`src/rtl/prog_encoder.sv`:
```
// Program encoder: packs instruction fields from a valid/ready stream into
// 16-bit program words and writes them sequentially into program memory.
module prog_encoder #(
    parameter int PM_ADDR_W = 8,
    parameter int PM_DEPTH  = 2**PM_ADDR_W,
    parameter bit PAD_EN    = 1'b1
) (
    input  logic                 i_clk,
    input  logic                 i_rst,
    input  logic                 i_start,
    input  logic                 i_valid,
    output logic                 o_ready,
    input  logic [3:0]           i_opcode,
    input  logic [1:0]           i_rf_addr,
    input  logic [9:0]           i_mem_addr,
    input  logic                 i_direct,
    input  logic [7:0]           i_direct_data,
    input  logic                 i_last,
    output logic                 o_pm_we,
    output logic [PM_ADDR_W-1:0] o_pm_addr,
    output logic [15:0]          o_pm_wdata,
    output logic                 o_busy,
    output logic                 o_done,
    output logic                 o_overflow,
    output logic [PM_ADDR_W:0]   o_count
);

    localparam logic [3:0]           OP_NOP   = 4'h0;
    localparam logic [3:0]           OP_LD    = 4'h1;
    localparam logic [15:0]          NOP_WORD = {10'b0, OP_NOP, 2'b00};
    localparam logic [PM_ADDR_W-1:0] LAST_PTR = PM_ADDR_W'(PM_DEPTH - 1);

    typedef enum logic [1:0] {
        ST_IDLE = 2'd0,
        ST_LOAD = 2'd1,
        ST_PAD  = 2'd2,
        ST_DONE = 2'd3
    } state_t;

    state_t                 r_state;
    state_t                 w_next_state;
    logic [PM_ADDR_W-1:0]   r_ptr;
    logic [PM_ADDR_W:0]     r_count;
    logic                   r_overflow;
    logic                   r_pm_we;
    logic [PM_ADDR_W-1:0]   r_pm_addr;
    logic [15:0]            r_pm_wdata;
    logic                   w_accept;
    logic                   w_at_last;

    // Non-direct LD clears address bit 1 so word bit 7 never flags a direct load.
    function automatic logic [15:0] f_encode(
        input logic [3:0] op,
        input logic [1:0] rf,
        input logic [9:0] maddr,
        input logic       direct,
        input logic [7:0] ddata
    );
        logic [15:0] word;
        if (op == OP_LD && direct) begin
            word = {ddata, 1'b1, 1'b0, op, rf};
        end else if (op == OP_LD) begin
            word = {maddr & 10'h3FD, op, rf};
        end else begin
            word = {maddr, op, rf};
        end
        return word;
    endfunction

    assign o_ready   = (r_state == ST_LOAD) && !i_start && !i_rst;
    assign w_accept  = i_valid && o_ready;
    assign w_at_last = (r_ptr == LAST_PTR);

    // Next-state selection; i_start restarts from any state.
    always_comb begin
        w_next_state = r_state;
        if (i_start) begin
            w_next_state = ST_LOAD;
        end else begin
            case (r_state)
                ST_IDLE: w_next_state = ST_IDLE;
                ST_LOAD: begin
                    if (w_accept && i_last) begin
                        if (PAD_EN && !w_at_last) begin
                            w_next_state = ST_PAD;
                        end else begin
                            w_next_state = ST_DONE;
                        end
                    end else if (w_accept && w_at_last) begin
                        w_next_state = ST_DONE;
                    end else begin
                        w_next_state = ST_LOAD;
                    end
                end
                ST_PAD: begin
                    if (w_at_last) begin
                        w_next_state = ST_DONE;
                    end else begin
                        w_next_state = ST_PAD;
                    end
                end
                ST_DONE: w_next_state = ST_DONE;
                default: w_next_state = ST_IDLE;
            endcase
        end
    end

    // State register.
    always_ff @(posedge i_clk) begin
        if (i_rst) begin
            r_state <= ST_IDLE;
        end else begin
            r_state <= w_next_state;
        end
    end

    // Write pointer, counters and the registered memory write port.
    always_ff @(posedge i_clk) begin
        if (i_rst) begin
            r_ptr      <= '0;
            r_count    <= '0;
            r_overflow <= 1'b0;
            r_pm_we    <= 1'b0;
            r_pm_addr  <= '0;
            r_pm_wdata <= 16'h0000;
        end else begin
            r_pm_we <= 1'b0;
            if (i_start) begin
                r_ptr      <= '0;
                r_count    <= '0;
                r_overflow <= 1'b0;
            end else begin
                case (r_state)
                    ST_LOAD: begin
                        if (w_accept) begin
                            r_pm_we    <= 1'b1;
                            r_pm_addr  <= r_ptr;
                            r_pm_wdata <= f_encode(i_opcode, i_rf_addr, i_mem_addr,
                                                   i_direct, i_direct_data);
                            r_count    <= r_count + {{PM_ADDR_W{1'b0}}, 1'b1};
                            if (!w_at_last) begin
                                r_ptr <= r_ptr + {{(PM_ADDR_W-1){1'b0}}, 1'b1};
                            end
                            if (w_at_last && !i_last) begin
                                r_overflow <= 1'b1;
                            end
                        end
                    end
                    ST_PAD: begin
                        r_pm_we    <= 1'b1;
                        r_pm_addr  <= r_ptr;
                        r_pm_wdata <= NOP_WORD;
                        if (!w_at_last) begin
                            r_ptr <= r_ptr + {{(PM_ADDR_W-1){1'b0}}, 1'b1};
                        end
                    end
                    default: begin
                        r_ptr <= r_ptr;
                    end
                endcase
            end
        end
    end

    assign o_pm_we    = r_pm_we;
    assign o_pm_addr  = r_pm_addr;
    assign o_pm_wdata = r_pm_wdata;
    assign o_busy     = (r_state == ST_LOAD) || (r_state == ST_PAD);
    assign o_done     = (r_state == ST_DONE);
    assign o_overflow = r_overflow;
    assign o_count    = r_count;

endmodule
```
`config.mk`:
```
export PLATFORM = sky130hd
export DESIGN_NAME = prog_encoder
export DESIGN_NICKNAME = d
export VERILOG_FILES = /design/src/rtl/prog_encoder.sv
export SDC_FILE = /design/constraint.sdc
export NUM_CORES = 1
export LEC_CHECK = 0
export CAP_MARGIN = 20
export CORE_MARGIN = 2
export CORE_UTILIZATION = 37
export DETAILED_ROUTE_END_ITERATION = 7
export PLACE_DENSITY = 0.66
export RECOVER_POWER = 100
export REMOVE_ABC_BUFFERS = 1
export SLEW_MARGIN = 20
export SYNTH_ARGS = -nofsm -noshare
export SYNTH_HDL_FRONTEND = slang
export SYNTH_SLANG_ARGS = --single-unit
```
`constraint.sdc`:
```
create_clock -name i_clk -period 4.7 [get_ports i_clk]
set_input_delay 0.47 -clock i_clk [delete_from_list [all_inputs] [get_ports i_clk]]
set_output_delay 0.47 -clock i_clk [all_outputs]
set_load 0.05 [all_outputs]
```
==> reports/metrics.yaml <==
max_freq_mhz: 288
syn2layout_area_growth_pct: 39.8
multi_input_area_um2: 988
worstPathArrival_ns: 3.00
rows: 26
irDropWorstVdd_uv: 138
grt_first_pass_wirelength_mm: 7.44
crit_chain: "dlygate4sd3_1 -> clkbuf_1 -> or2_2 -> nor2_1 -> clkdlybuf4s50_1"
path_clk_slew_ns: 0.09
ys_warn_count: 0
synth-seq-area-share_pct: 45.6
crit_family: "buffers and inverters"
hold_violations: 0
viasPerCell: 4.88
track_usage_pct: 15.3
cp_data_required_time_ns: 4.23
postCtsSetupBuffers: 0
power_density_nw_per_um2: 258
cts_tree: "yes"
cpPeakStageDelay_ns: 0.73
grt_max_degree: 26
critPathLaunch: "i_rst"
cts-hold-fix-buffers: 0
dr.pass1.iters: 4
gp_congestion: 0.759
fill_cells: 516
syn_area_um2: 1980
ant_nets: 0
design_area_um2: 2760
start_kind: "input port"
min_delay_path_depth: 2
drive_above_1_share_pct: 4.21
netlist_instances: 220
finalSetupTns_ns: 0
setup_violations: 0
seqCellArea_um2: 901
drc_errors: 0
antenna_found_initial: 0
cts_buffers: 5
post-route-min-period_ns: 3.47
ys_ff_latch: 45
num_antenna_cells: 0
nNetsFinal: 320
finalMaxSlewViolations: 0
rsz0062_at_grt: "false"
die-area_um2: 5940
hold_class: "register to register"
grt_overflow: 0
routedWlPerCell_um: 12.6
period_share_pct: 73.8
p_leak_nw: 1.09
htree_levels: 2
crit_type: "input port to output pin"
outcome: "complete, no violations"
dpl-instance-area_um2: 2680
drt-initial-drc-count: 73
r2r-start: "r_state[0]"
endpoint_kind: "output pin"
worstPathMaxFanout: 25
die_width_um: 77.1
synth_flop_cell: "dfxtp_1"
worst_hold_startpoint: "o_pm_wdata[2]"
async_reset_ff_share_pct: 0
port_buffers: 67
coreArea_um2: 5140
cts.sinks: 45
cts_buffer_depth: 2
start_util_pct: 38.4
route.vias.total: 1733
skew_ns: 0.00717
cts.root.buffer_cell: "clkbuf_8"
tightest_slew_ns: 0.977
rr_worst_depth: 5
crit_buf_inv: 3
first_global_vias: 1579
synth.distinct_cells: 38
syn_avg_cell_area_um2: 8.98
cp.depth: 5
synth_edf_count: 0
ctsResizeCount: 0
critPathSlowestCell: "clkbuf_1"
dp_hpwl_mm: 3.22
slew_headroom_pct: 34.9
drt_wl_total_mm: 4.46
max_cap_violations: 0
clk_latency_ns: 0.30
top_level_ports: 68
die-height_um: 77.1
-- registers in the layout, summed over array words and instances, names as in the netlist --
signal	flops
o_pm_we	1
o_pm_wdata	16
r_ptr	8
o_pm_addr	8
o_overflow	1
o_count	9
r_state	2
-- worst reg2reg max path: cells and delay by family (launching register included) --
| family | cells | cell delay (ns) |
|---|---|---|
| AND/OR/NAND/NOR | 1 | 0.62 |
| AO/OA/AOI/OAI | 2 | 0.60 |
| flip-flops | 1 | 0.36 |
| adder cells (fa/ha/maj) | 1 | 0.35 |
| buffers and inverters | 1 | 0.07 |
-- metal layers --
metal  track usage (%)  vias up  wire [um]
li1                  -      900          -
met1              21.1      789       2190
met3              3.88        4        200
met2              23.5       40       2020
met4              4.82        0         45
met5                 0        -          0
-- stage by stage --
stage | setup WS, ns | hold WS (ns) | power [mW] | utilization, % | cells
floorplan | 2.60 | 0.444 | 0.439 | - | 209
global placement | 1.72 | 0.439 | 0.484 | 52.1 | 347
detailed placement | 1.74 | 0.446 | 0.485 | 52.1 | 347
CTS | 1.73 | 0.460 | 0.726 | 53.9 | 355
global route | 1.06 | 0.477 | 0.747 | 53.7 | 355
finish | 1.23 | 0.452 | 0.713 | 53.7 | 355
-- power by group --
group          switching (mW)  internal [mW]
clock network           0.136          0.106
registers             0.00278          0.386
logic                  0.0457         0.0379
total                   0.184          0.529
-- layout make-up --
class	instances	share of cell area, %
clock buffers	5	2.49
clock inverters	3	0.816
inverters	5	0.680
multi-input cells	159	35.8
flip-flops and latches	45	32.6
well taps	70	3.17
repair buffers	68	24.4
-- synthesized netlist by cell type, drive strengths merged (5+ instances only) --
cell,number,area [um2]
dfxtp,45,901
nand2,33,126
a21oi,27,139
nor2,16,60.1
mux2i,9,90.1
o2bb2ai,8,70.1
o21ai,7,35.0
buf,6,42.5
ha,6,75.1
nand3b,6,45.0
or3,6,37.5
clkbuf,5,18.8
inv,5,18.8
nand4,5,31.3
xor2,5,43.8
-- final timing paths --
path | end | slack [ns]
worst max-delay path | o_ready | 1.23
worst min-delay path | o_pm_wdata[2] | 0.45
worst max register to register | r_ptr[5] | 2.63
worst min register to register | o_pm_wdata[2] | 0.45
-- kinds of logic (layout without fill, tap and decap cells) --
| group | after synthesis | in the layout | synth area share, % |
|---|---|---|---|
| XOR/XNOR | 8 | 8 | 3.55 |
| multiplexers | 9 | 9 | 4.56 |
| adder cells (fa/ha/maj) | 6 | 6 | 3.80 |
| flip-flops | 45 | 45 | 45.6 |
| AND/OR/NAND/NOR | 86 | 86 | 22.5 |
| buffers and inverters | 16 | 81 | 4.05 |
| AO/OA/AOI/OAI | 50 | 50 | 15.9 |
-- cells in the final DEF, fill, tap and decap left out, types with 5 or more instances in the layout --
cell,Yosys,final
dfxtp_1,45,45
dlygate4sd3_1,0,38
nand2_1,32,32
clkdlybuf4s50_1,0,29
a21oi_1,26,26
nor2_1,16,16
mux2i_1,9,9
o2bb2ai_1,8,8
o21ai_0,7,7
or3_1,6,6
nand3b_1,6,6
ha_1,6,6
inv_1,5,5
nand4_1,5,5
xor2_1,5,5
clkbuf_8,0,5
Note: power is estimated with default switching activity, not from simulation.
==> RTL edit 1: new RTL, same settings <==
The parameter `PM_ADDR_W` goes from 8 to 7.
--- a/src/rtl/prog_encoder.sv
+++ b/src/rtl/prog_encoder.sv
@@ -1,7 +1,7 @@
 // Program encoder: packs instruction fields from a valid/ready stream into
 // 16-bit program words and writes them sequentially into program memory.
 module prog_encoder #(
-    parameter int PM_ADDR_W = 8,
+    parameter int PM_ADDR_W = 7,
     parameter int PM_DEPTH  = 2**PM_ADDR_W,
     parameter bit PAD_EN    = 1'b1
 ) (
Interface: changed (resized o_count and o_pm_addr); port bits go from 68 to 66. The function was not compared with the original's and may differ.
==> RTL edit 1 against the unedited design <==
The flow now finishes with violations (capacitance limit, slew limit); clock power down 2%; worst hold slack worse by 0.0053 ns; synthesized area down 5.0%; setup slack better by 0.076 ns; power down 4.0%; sequential cell count down 3; wire length down 4.8%; design area down 4.1%; critical endpoint unchanged; highest routed layer unchanged.
==> RTL edit 1: results (changes against the unedited design) <==
stage	metric	value	unit	change
grt	grt_pass1_wl	7020	microns	-5.7%
routing	vias	1699		-2.0%
worst_setup_path	r2r-start	r_state[1]$_SDFF_PP0_		
sta	slew_viol_final	17		+17
run	cap_violations	1		+1
worst_setup_path	rrSetupSlack	2.24	ns	-0.39 ns
status	violations	capacitance limit, slew limit		
finish	nNetsFinal	313		-2.2%
worst_setup_path	worstPathArrival	2.92	ns	-0.08 ns
worst_setup_path	path_max_fanout	23		-8.0%
place	globalplace.congestion	0.745		-1.8%
synth	synth_cell_types	43		+13%
sta	min_period_over_period	0.722		-0.0161
grt	grt_pass1_vias	1538		-2.6%
power	power.leakage	1.07	nW	-2.1%
synth	synthTopCellsByCount	42 x dfxtp_1, 33 x nand2_1, 21 x a21oi_1		
synth	synth_area_leaders	dfxtp_1 45%, nand2_1 6.6%, a21oi_1 5.6%, mux2i_1 5.3%, ha_1 4.0%		
finish	nFillCells	483		-6.4%
place	post-dp-hpwl	3170	microns	-1.7%
status	outcome	finished with violations		
routing	drt-total-wl	4240	microns	-4.8%
worst_setup_path	timing.rr.end	o_pm_wdata[7]$_SDFFE_PP0P_		
power	ir_worst_vdd	0.159	mV	+15%
finish	drive_gt1_frac	0.0432		+0.00106
synth	yosysSeqAreaShare	0.448		-0.00798
place	io_buffers	65		-3.0%
sta	worst_slew_pin_slew	1.63	ns	+0.657 ns
[RTL edit 1: cell type report]
type	instances	area share
clock buffer	7	0.0326
clock inverter	1	0.00189
inverter	7	0.00992
multi-input combinational	155	0.359
sequential	42	0.318
tap	67	0.0317
timing repair buffer	66	0.247
[RTL edit 1: cells by family after synthesis]
family          share of synthesized area
buf+inv                            0.0360
flops                               0.448
xor+xnor                           0.0280
compound gates                      0.163
mux                                0.0533
simple gates                        0.231
fa+ha+maj                          0.0400
[RTL edit 1: where the power goes]
part	switching [W]	internal [W]	leakage (nW)	total [W]
logic	0.0000468	0.0000385	0.678	0.0000854
clock network	0.000117	0.000118	0.0482	0.000236
registers	0.00000285	0.000361	0.339	0.000364
total	0.000167	0.000518	1.07	0.000685
[RTL edit 1: routing by layer]
metal / wire length, microns / global-route usage / part of all wire
met5: 0 / 0 / 0
met4: 44 / 0.0585 / 0.010
met3: 180 / 0.0495 / 0.042
met2: 2050 / 0.258 / 0.48
met1: 1970 / 0.210 / 0.47
[RTL edit 1: worst min path at each step]
stage | startpoint | endpoint | slack [ns]
after floorplan | r_ptr[6]$_SDFFE_PP0P_ | o_pm_addr[6]$_SDFFE_PP0P_ | 0.44
after global placement | o_pm_wdata[9]$_SDFFE_PP0P_ | o_pm_wdata[9]$_SDFFE_PP0P_ | 0.43
after CTS | o_pm_wdata[2]$_SDFFE_PP0P_ | o_pm_wdata[2]$_SDFFE_PP0P_ | 0.45
after detailed placement | o_pm_wdata[9]$_SDFFE_PP0P_ | o_pm_wdata[9]$_SDFFE_PP0P_ | 0.44
after global routing | o_pm_wdata[0]$_SDFFE_PP0P_ | o_pm_wdata[0]$_SDFFE_PP0P_ | 0.47
final | o_pm_wdata[9]$_SDFFE_PP0P_ | o_pm_wdata[9]$_SDFFE_PP0P_ | 0.45
[RTL edit 1: worst max-delay path, stage by stage]
cell,delay (ns)
dlygate4sd3_1,0.53
clkbuf_1,0.38
or2_2,0.57
nor2_1,0.14
clkdlybuf4s50_1,0.82
[RTL edit 1: stage by stage]
stage / instances / cell area (sq um)
floorplan: 204 / 1840
global placement: 337 / 2580
detailed placement: 337 / 2580
CTS: 345 / 2670
global route: 345 / 2650
finish: 345 / 2650
==> RTL edit 2: new RTL, config.mk and constraints unchanged <==
Without the edit above. Register the output `o_count` once more, without a reset; this adds one clock of latency there. The other outputs are not delayed to match.
--- a/src/rtl/prog_encoder.sv
+++ b/src/rtl/prog_encoder.sv
@@ -168,6 +168,8 @@
     assign o_busy     = (r_state == ST_LOAD) || (r_state == ST_PAD);
     assign o_done     = (r_state == ST_DONE);
     assign o_overflow = r_overflow;
-    assign o_count    = r_count;
+    always_ff @(posedge i_clk) begin
+        o_count <= r_count;
+    end
 
 endmodule
Function: changed (Yosys sat finds a counterexample within 4 cycles, from zero or initial values and one cycle with i_rst high).
==> RTL edit 2 against the unedited design <==
Worst hold slack got worse by 0.079 ns; sequential cell count rose by 9; power increased by 14%; combinational power grew 5.6%; design area is 6.9% higher; cell count up 4.5%; wire length increased by 7.3%; synthesized area is 11% higher; setup slack lost 0.011 ns; global-route usage down 0.64 points; clock skew is 0.0032 ns higher; non-clock buffer count unchanged; critical path depth unchanged; critical path type unchanged; largest cell class is now flip-flops and latches; largest power group unchanged; highest routed layer unchanged.
==> RTL edit 2: results (changes against the unedited design) <==
stage	metric	value	unit	change
clock_network	clockBufferDepth	2		unchanged
finish	seq_share	0.366		+0.0399
synth	synthMuxAreaShare	0.0412		-0.00443
synth	synthXorXnorAreaFrac	0.0320		-0.00345
finish	multi_input_area	987	sq um	-0.13%
place	post-dp-hpwl	3500	microns	+8.6%
place	dp_slack	1.73	ns	-0.00883 ns
finish	area_share_nonclk_buffers	0.228		-0.0158
synth	synth_cell_types	36		-5.3%
finish	nNetsFinal	331		+3.4%
status	outcome	completed		
finish	drive_gt1_frac	0.0372		-0.00494
finish	num-nonclk-inverters	7		+2
worst_setup_path	r2r-start	r_state[1]$_SDFF_PP0_		
clock_network	post_cts_resized	0		unchanged
sta	fin_crit	3.48	ns	+0.0114 ns
finish	multi_input_gates	159		unchanged
routing	drt_pass1_iterations	4		unchanged
grt	grt_pass1_vias	1593		+0.89%
finish	nFillCells	558		+8.1%
power	power.leakage	1.15	nW	+6.0%
finish	num-nonclk-buffers	68		unchanged
worst_setup_path	path_max_fanout	27		+8.0%
run	cap_violations	0		unchanged
routing	drt-total-wl	4780	microns	+7.3%
grt	grt_util_all_layers	0.147		-0.00645
routing	vias	1812		+4.6%
sta	skew	0.0104	ns	+0.00322 ns
sta	holdWs	0.374	ns	-0.0785 ns
worst_setup_path	worst_r2r_path_depth	6		+1
clock_network	insertion_delay	0.31	ns	
synth	yosysSeqAreaShare	0.494		+0.0380
worst_setup_path	timing.rr.end	r_ptr[7]$_SDFFE_PP0P_		
worst_hold_path	whs_endpoint	o_count[8]$_DFF_P_		
place	place_area	0.00289	sq mm	+7.7%
synth	synth_adder_area_share	0.0343		-0.00369
synth	synthTopCellsByCount	54 x dfxtp_1, 31 x nand2_1, 27 x a21oi_1		
place	dp.cells	363		+4.6%
synth	yosys_register_bits	54		+20%
finish	final_cells	371		+4.5%
synth	netlist_instances	232		+5.5%
synth	syn_area_per_cell	9.43	sq um	+5.0%
synth	synthArstFlopShare	0		unchanged
worst_hold_path	hold_start	r_count[8]$_SDFFE_PP0P_		
worst_setup_path	worstPathArrival	3.01	ns	about the same
worst_setup_path	critPathLaunch	i_rst		
worst_setup_path	rrSetupSlack	2.59	ns	-0.04 ns
grt	grt_pass1_wl	7560	microns	+1.6%
power	p_sw_frac	0.252		-0.00582
sta	worst_slew_pin_slew	1.03	ns	+0.0499 ns
synth	synth_compound_area_frac	0.143		-0.0160
place	globalplace.congestion	0.779		+2.7%
synth	synth_area_leaders	dfxtp_1 49%, a21oi_1 6.2%, nand2_1 5.3%, mux2i_1 4.1%, ha_1 3.4%		
power	ir_worst_vdd	0.150	mV	+8.6%
finish	final-clk-cell-share	0.0305		-0.00257
grt	grt_max_degree	28		+7.7%
worst_hold_path	whs_path_depth	0		-2
finish	regArea	0.00108	sq mm	+20%
==> RTL edit 2: changes by cell type after synthesis, moves of 3 or more <==
cell / unedited run / this run
buf_2: 4 / 0
clkbuf_1: 5 / 8
dfxtp_1: 45 / 54
nand3_1: 3 / 6
==> RTL edit 2: routing by layer <==
metal / global-route usage / part of all wire
met3: 0.0333 / 0.039
met2: 0.216 / 0.47
met1: 0.208 / 0.48
met5: 0 / 0
met4: 0.0559 / 0.015
==> RTL edit 2: power by group through the flow <==
stage | Sequential (W) | Clock, W | Combinational, W
6_report | 0.000466 | 0.000258 | 0.0000882
5_1_grt | 0.000467 | 0.000285 | 0.0000945
4_1_cts | 0.000466 | 0.000268 | 0.0000928
3_5_place_dp | 0.000477 | 0 | 0.0000926
3_3_place_gp | 0.000477 | 0 | 0.0000918
2_1_floorplan | 0.000493 | 0 | 0.0000285
==> RTL edit 2: critical path: stages <==
cell             delay [ns]
dlygate4sd3_1          0.52
clkbuf_1               0.76
or2_2                  0.48
nor2_1                 0.07
clkdlybuf4s50_1        0.71
